<file path="src/rtl/serial_add_seq.sv">
// Bit-serial adder sequencer: one full-adder cell plus a carry flop, time-shared
// over all WIDTH bit positions, with valid/ready handshakes on both sides.
module serial_add_seq #(
   parameter int unsigned WIDTH = 32
) (
   input  logic             clk,
   input  logic             rst_n,
   input  logic             in_valid,
   output logic             in_ready,
   input  logic [WIDTH-1:0] a,
   input  logic [WIDTH-1:0] b,
   input  logic             cin,
   output logic             out_valid,
   input  logic             out_ready,
   output logic [WIDTH-1:0] s,
   output logic             cout,
   output logic             busy
);

   localparam int unsigned      CNT_W    = (WIDTH > 1) ? $clog2(WIDTH) : 1;
   localparam logic [CNT_W-1:0] CNT_LAST = CNT_W'(WIDTH - 1);

   typedef enum logic [1:0] {
      IDLE = 2'd0,
      RUN  = 2'd1,
      DONE = 2'd2
   } state_e;

   state_e           state_q, state_d;
   logic [WIDTH-1:0] a_sr_q, a_sr_d;
   logic [WIDTH-1:0] b_sr_q, b_sr_d;
   logic [WIDTH-1:0] s_sr_q, s_sr_d;
   logic             carry_q, carry_d;
   logic [CNT_W-1:0] count_q, count_d;
   logic [WIDTH-1:0] s_q, s_d;
   logic             cout_q, cout_d;

   logic             sum_bit;
   logic             carry_nx;
   logic [WIDTH-1:0] s_sr_nx;

   // Single shared full-adder cell on the LSBs of the operand shifters
   always_comb begin
      sum_bit  = a_sr_q[0] ^ b_sr_q[0] ^ carry_q;
      carry_nx = (a_sr_q[0] & b_sr_q[0]) | (carry_q & (a_sr_q[0] ^ b_sr_q[0]));
      // Sum bits enter at the MSB; the widened shift keeps WIDTH=1 legal
      s_sr_nx  = WIDTH'({sum_bit, s_sr_q} >> 1);
   end

   // Next-state and datapath update
   always_comb begin
      state_d = state_q;
      a_sr_d  = a_sr_q;
      b_sr_d  = b_sr_q;
      s_sr_d  = s_sr_q;
      carry_d = carry_q;
      count_d = count_q;
      s_d     = s_q;
      cout_d  = cout_q;

      case (state_q)
         IDLE: begin
            if (in_valid) begin
               a_sr_d  = a;
               b_sr_d  = b;
               s_sr_d  = '0;
               carry_d = cin;
               count_d = '0;
               state_d = RUN;
            end
         end
         RUN: begin
            a_sr_d  = a_sr_q >> 1;
            b_sr_d  = b_sr_q >> 1;
            s_sr_d  = s_sr_nx;
            carry_d = carry_nx;
            if (count_q == CNT_LAST) begin
               // Last bit: publish the completed sum and carry-out
               s_d     = s_sr_nx;
               cout_d  = carry_nx;
               state_d = DONE;
            end else begin
               count_d = count_q + CNT_W'(1);
            end
         end
         DONE: begin
            if (out_ready) begin
               state_d = IDLE;
            end
         end
         default: begin
            state_d = IDLE;
         end
      endcase
   end

   // State and datapath registers
   always_ff @(posedge clk or negedge rst_n) begin
      if (!rst_n) begin
         state_q <= IDLE;
         a_sr_q  <= '0;
         b_sr_q  <= '0;
         s_sr_q  <= '0;
         carry_q <= 1'b0;
         count_q <= '0;
         s_q     <= '0;
         cout_q  <= 1'b0;
      end else begin
         state_q <= state_d;
         a_sr_q  <= a_sr_d;
         b_sr_q  <= b_sr_d;
         s_sr_q  <= s_sr_d;
         carry_q <= carry_d;
         count_q <= count_d;
         s_q     <= s_d;
         cout_q  <= cout_d;
      end
   end

   // Handshake flags decode the state register only
   assign in_ready  = (state_q == IDLE);
   assign out_valid = (state_q == DONE);
   assign busy      = (state_q != IDLE);
   assign s         = s_q;
   assign cout      = cout_q;

endmodule

</file>
<file path="config.mk">
export PLATFORM = sky130hd
export DESIGN_NAME = serial_add_seq
export DESIGN_NICKNAME = d
export VERILOG_FILES = /design/src/rtl/serial_add_seq.sv
export SDC_FILE = /design/constraint.sdc
export NUM_CORES = 1
export LEC_CHECK = 0
export BUFFER_PORTS_ARGS = -buffer_cell sky130_fd_sc_hd__buf_2
export CORE_UTILIZATION = 35
export DETAILED_ROUTE_END_ITERATION = 10
export HOLD_SLACK_MARGIN = 0.03
export PLACE_DENSITY = 0.62
export RECOVER_POWER = 100
export SLEW_MARGIN = 10
export SYNTH_ARGS = -nofsm -noshare
export SYNTH_HDL_FRONTEND = slang
export SYNTH_SLANG_ARGS = --single-unit
</file>
<file path="constraint.sdc">
create_clock -name clk -period 3.47 [get_ports clk]
set_input_delay 0.347 -clock clk [delete_from_list [all_inputs] [get_ports clk]]
set_output_delay 0.347 -clock clk [all_outputs]
set_load 0.01 [all_outputs]
</file>
==> out/results.ini, run 1 <==
[status]
status = complete, but fails checks
failed_checks = capacitance limit, slew limit

[detailed_routing]
drcViolationCount = 0
drtAntennaViolNets = 0
drtIter0Drc = 163
via_per_inst = 4.709
wire_per_inst_um = 14.74
wl_mm = 11.69
dr.pass1.iters = 4
num_vias = 3734

[grt]
gr-usage-all-layers_pct = 14.53
grt_first_pass_wirelength_mm = 18.79
grt-busiest-layer = met2
antenna_found_initial = 4
gr-usage-met3_pct = 5.722
grt_max_degree = 97
grt.overflow.total = 0
grt_util_met1_pct = 18.46
use_met2_pct = 22.60
grt_pass1_vias = 3691

[final_layout]
fin_nets = 632
syn_to_final_growth_pct = 19.35
fillers = 1539
drive_gt1_share_pct = 19.37
fin_util_pct = 43.35
instances_no_fill = 793

[clock_tree]
path_clk_slew_ps = 60
clock_sinks = 136
clock_path_buffers = 2
cts_hold_buf = 1
clock-root-buffer = clkbuf_16
cts_tree = yes
cts_setup_buffers = 0
numCtsBuffers = 17
cts_resized = 0
htreeDepth = 4
clkLatencyLatePin_ps = 410

[critical_path]
crit_type = in2async
end_kind = asynchronous set/reset pin
cp.required_ps = 4030
start_kind = input pin
r2r_cells = 3
cp_max_fo = 87
reg2reg_slack_ps = 1080
critical_path_arrival_ps = 3030

[synthesis]
postSynthNetCount = 535
synth-main-ff-cell = dfrtp_1
synth_edf_count = 0
ys_types = 28
yosysMostFrequentCell = dfrtp_1
yosys_register_bits = 136
synth-seq-area-share_pct = 58.34
synth_top_area_share_pct = 58.34
yosys.area.top_type = dfrtp_1
synth-async-reset-ratio_pct = 100.0
synth_area_sq_um = 5833
synthTopCellsByCount = dfrtp_1, nand2_1, mux2i_1, o21ai_0, a22o_1
avgSynthCellArea_sq_um = 12.60
syn_inst = 463
yosysWarnings = 0
netlist_top_cells_area = dfrtp_1, mux2i_1, mux2_4

[pwr]
power_w = 0.006150
p_per_area_nw_per_um2 = 883.5
p_leak_nw = 3.574
ir_drop_uv = 447.0

[floorplanning]
initial_core_util_pct = 36.33
die_y_um = 131.1
io_pins = 105
fp.dieW_um = 131.1
die_area_sq_um = 17190
row_count = 46
core_sq_um = 16060

[placement]
place.gp.congestion = 0.7112
port_buffers = 104
place_inst = 756
dp_hpwl_mm = 7.650

[timing]
max_freq_mhz = 404.7
finalClockSkew_ps = 7.879
fin_crit_sh_pct = 71.20
setup_tns_ps = 0
maxSlewViolCount = 185
rsz0062_at_grt = false
min_period_ps = 2471
setup_viol = 0
whs_ps = 156.1
tightest_slew_ps = 2172
finalHoldViolations = 0
relSlewSlack_pct = -44.80

[worst_hold_path]
min_path_cells = 2
min_path_type = in2reg

[job]
drv_cap = 2

layout by cell type, fill, tap and decap left out:
master / count
nand2_1: 67
buf_2: 67
clkbuf_2: 2
clkbuf_16: 17
nand2b_1: 5
mux2_1: 28
ha_1: 2
mux2_4: 1
nor2_1: 2
a21oi_1: 3
mux2_2: 4
nand2_2: 1
inv_1: 4
dfrtp_1: 136
a22o_1: 35
nor2b_1: 4
mux2i_1: 64
clkinv_4: 1
fa_1: 1
and3_1: 1
buf_4: 5
inv_6: 2
clkinvlp_4: 6
nand3_1: 1
dlygate4sd3_1: 1
nand4b_1: 1
o211ai_1: 1
diode_2: 4
o21bai_1: 1
o22ai_1: 1
o21ai_0: 66
clkbuf_1: 37
a221oi_1: 1
bufinv_16: 5
worst max-delay path: stages:
cell,delay [ps]
dlygate4sd3_1,520
clkbuf_2,1490
buf_4,550
where the power goes:
part           switching, W  internal (W)
registers          0.000386       0.00219
logic              0.000845      0.000764
clock network      0.000689       0.00128
total               0.00192       0.00423
cell families after synthesis:
| group | synth area share [%] |
|---|---|
| buffers and inverters | 4.032 |
| AOI/OAI and AO/OA | 11.69 |
| DFF | 58.34 |
| and+or+nand+nor | 5.942 |
| muxes | 19.22 |
| adders and majority gates | 0.7721 |
worst paths after layout:
check / start / endpoint
max: rst_n / b_sr_q[2]
max reg2reg: state_q[0] / a_sr_q[0]
min in group asynchronous: rst_n / s[9]
min: out_ready / state_q[1]
min reg2reg: a_sr_q[19] / a_sr_q[19]
max in group clk: state_q[0] / a_sr_q[0]
final cells by class:
cell class                      instances  area [sq um]  share of cell area [%]
Clock buffer                           18         429.2                   6.165
Multi-Input combinational cell        290          2085                   29.94
Clock inverter                         14         221.5                   3.181
Timing Repair Buffer                  111         528.0                   7.584
Antenna cell                            4         10.01                  0.1438
Tap cell                              216         270.3                   3.882
Sequential cell                       136          3403                   48.89
Inverter                                4         15.01                  0.2157
stage by stage:
step | instance area [sq um] | setup slack (ps)
finish | 6962 | 999.2
global route | 6957 | 604.2
global placement | 6474 | 1369
detailed placement | 6474 | 1296
CTS | 7134 | 1277
floorplan | 5833 | 1730
state kept, by name, summed over array words and instances, names as in the netlist:
register  cells
s_sr_q       31
a_sr_q       32
s            32
state_q       2
b_sr_q       32
carry_q       1
count_q       5
cout          1
per-layer routing:
layer / wire [um] / vias up
met5: 0 / -
met4: 119 / 0
met3: 594 / 12
met2: 5509 / 80
met1: 5468 / 1806
li1: - / 1836
Power figures use the tool's default switching activity.
==> run 2, diff against run 1 <==
--- a/config.mk
+++ b/config.mk
@@ -9,7 +9,7 @@
 export CORE_UTILIZATION = 35
 export DETAILED_ROUTE_END_ITERATION = 10
 export HOLD_SLACK_MARGIN = 0.03
-export PLACE_DENSITY = 0.62
+export PLACE_DENSITY = 0.64
 export RECOVER_POWER = 100
 export SLEW_MARGIN = 10
 export SYNTH_ARGS = -nofsm -noshare
==> constraint.sdc (replaced) <==
create_clock -name clk -period 2 [get_ports clk]
set_input_delay 0.2 -clock clk [delete_from_list [all_inputs] [get_ports clk]]
set_output_delay 0.2 -clock clk [all_outputs]
set_load 0.01 [all_outputs]
==> run 2 against run 1 <==
The flow now finishes without violations. Die area is the same. Sequential power grew 72%. Flip-flop and latch count is the same. First-iteration DRC count shrank 25%. Utilization grew 0.21 points. Highest routed layer is now met5.
==> out/results.ini, run 2 (synthesis gave the netlist of run 1 again) <==
[clock_tree]
clock-root-buffer = clkbuf_16
cts_resized = 0  ; unchanged
clkLatencyLatePin_ps = 410  ; about the same
path_clk_slew_ps = 60  ; about the same
htreeDepth = 4  ; unchanged
numCtsBuffers = 17  ; unchanged
clock_path_buffers = 2  ; unchanged
clock_sinks = 136  ; unchanged
cts_tree = yes

[worst_hold_path]
holdPathEnd = a_sr_q[5]
min_path_type = in2reg
min_path_cells = 3  ; +1
hp-start = a[5]

[placement]
port_buffers = 104  ; unchanged
dp_slack_ps = 125.2  ; -1171 ps
placed_cell_area_sq_um = 6624  ; +2.3%
place_inst = 766  ; +1.3%
place.gp.congestion = 0.7564  ; +6.4%
dp_hpwl_mm = 7.998  ; +4.5%

[critical_path]
cp_max_fo = 6  ; -93%
reg2reg_slack_ps = 100  ; -980 ps
r2r-end = count_q[2]
cp.required_ps = 2280  ; -1750 ps
crit_chain = ha_1 -> and3_1 -> ha_1 -> buf_4 -> nand2b_1 -> a221oi_1 -> o22ai_1
reg2reg_from = count_q[0]
end_kind = register
crit_type = reg2reg
r2r_cells = 7  ; +4
crit_slowest_cell = dfrtp_1
critical_path_arrival_ps = 2180  ; -850 ps
start_kind = register
timing.critical_path.mode_cell = ha_1
max_stage_delay_ps = 400  ; -1090 ps
critical_path.startpoint = count_q[0]

[final_layout]
instances_no_fill = 801  ; +1.0%
multi_input_area_sq_um = 2108  ; +1.1%
syn_to_final_growth_pct = 19.93
fin_nets = 643  ; +1.7%
final_common_cell = dfrtp_1
mostFrequentLayoutCells = dfrtp_1, buf_2, nand2_1
fillers = 1531  ; -0.52%
seq_area_sq_um = 3403  ; unchanged
fin_area_sq_um = 6995  ; +0.49%
drive_gt1_share_pct = 20.89  ; +1.5 points

[timing]
setup_tns_ps = 0  ; unchanged
finalHoldViolations = 0  ; unchanged
tightest_slew_ps = 1108  ; -1064 ps
relSlewSlack_pct = 26.11  ; +71 points
fin_ws_ps = 101.6  ; -897.6 ps
finalClockSkew_ps = 6.780  ; -1.099 ps
min_period_ps = 1898
setup_viol = 0  ; unchanged
rsz0062_at_grt = false
fin_crit_sh_pct = 94.92
maxSlewViolCount = 0  ; -100%
max_freq_mhz = 526.8

[floorplanning]
initial_core_util_pct = 36.33  ; unchanged
die_y_um = 131.1  ; unchanged
core_sq_um = 16060  ; unchanged
io_pins = 105  ; unchanged
row_count = 46  ; unchanged
die_area_sq_um = 17190  ; unchanged
fp.dieW_um = 131.1  ; unchanged

[pwr]
pwr-share-comb_pct = 29.0  ; +2.8 points
ir_drop_uv = 635.8  ; +42%
p_leak_nw = 3.619  ; +1.3%
clkPwrFrac_pct = 27.5  ; -4.5 points
p_int_w = 0.006862  ; +62%
p_seq_share_pct = 43.5  ; +1.7 points
switchingPower_w = 0.003310  ; +72%
p_per_area_nw_per_um2 = 1454  ; +65%
power_w = 0.01017  ; +65%
sw_frac_of_total_pct = 32.54  ; +1.3 points

[grt]
grt_first_pass_wirelength_mm = 18.83  ; +0.22%
grt_max_degree = 57  ; -41%
gr-usage-all-layers_pct = 14.43  ; -0.10 points
grt.overflow.total = 0  ; unchanged
grt_pass1_vias = 3761  ; +1.9%
antenna_found_initial = 2  ; -2

[detailed_routing]
drtAntennaViolNets = 0  ; unchanged
wire_per_inst_um = 14.37  ; -2.5%
drcViolationCount = 0  ; unchanged
dr.pass1.iters = 4  ; unchanged
top_layer = met5
num_vias = 3803  ; +1.8%
drtIter0Drc = 123  ; -25%
wl_met3_um = 634  ; +6.7%
route.met2.wl_mm = 5.418  ; -1.7%
routedLengthMet1_mm = 5.216  ; -4.6%
wl_mm = 11.51  ; -1.5%
via_per_inst = 4.748  ; +0.83%

[job]
drv_cap = 0  ; -2

[status]
status = finished, final reports clean

run 2: cell types whose count changed in the layout (fill, tap and decap cells not counted), sizes merged, moves of 2 or more:
cell | previous run | this run
clkbuf | 56 | 59
diode | 4 | 1
clkinv | 1 | 7
clkinvlp | 6 | 4
bufinv | 5 | 0
buf | 72 | 81
run 2: area by class of cell:
class	count	area share (%)
Clock inverter	12	1.109
Inverter	4	0.2146
Antenna cell	1	0.03577
Multi-Input combinational cell	290	30.14
Clock buffer	20	6.528
Tap cell	216	3.863
Timing Repair Buffer	122	9.462
Sequential cell	136	48.65
run 2: layer usage:
metal	global-route usage, %	vias to the layer above
met5	0	-
li1	-	1857
met1	17.82	1837
met3	4.992	23
met2	22.88	84
met4	6.356	2
run 2: worst max-delay path by stage:
stage	endpoint	slack, ps	depth (start not counted)
3_3_place_gp	count_q[2]	170	7
6_report	count_q[2]	100	7
2_1_floorplan	s[10]	260	6
3_5_place_dp	count_q[2]	130	7
4_1_cts	count_q[2]	100	7
5_1_grt	b_sr_q[9]	30	3
run 2: critical path, delay by kind of cell, from the launching register on:
kind	cells	cell delay, ps
buf+inv	1	160
compound gates	2	410
fa+ha+maj	2	460
simple gates	2	350
flops	1	400
run 2: metrics by stage:
| stage | hold WS [ps] | utilization (%) |
|---|---|---|
| 4_1_cts | 39.29 | 44.70 |
| 5_1_grt | 64.31 | 43.55 |
| 3_5_place_dp | 156.2 | 41.25 |
| 6_report | 71.70 | 43.56 |
| 2_1_floorplan | -95.59 | - |
| 3_3_place_gp | 153.4 | 41.25 |
run 2: repair_timing:
| action | in CTS | in global routing |
|---|---|---|
| buffers inserted | 0 | 0 |
| endpoints found under the setup margin | 0 | 0 |
| hold buffers | 2 | 0 |
| endpoints found under the hold margin | 45 | 0 |
run 2: power by group through the flow:
stage	clock, W	combinational (W)	sequential [W]
6_report	0.00280	0.00295	0.00443
5_1_grt	0.00300	0.00335	0.00457
4_1_cts	0.00289	0.00317	0.00445
3_5_place_dp	0	0.00316	0.00449
3_3_place_gp	0	0.00302	0.00444
2_1_floorplan	0	0.00241	0.00433
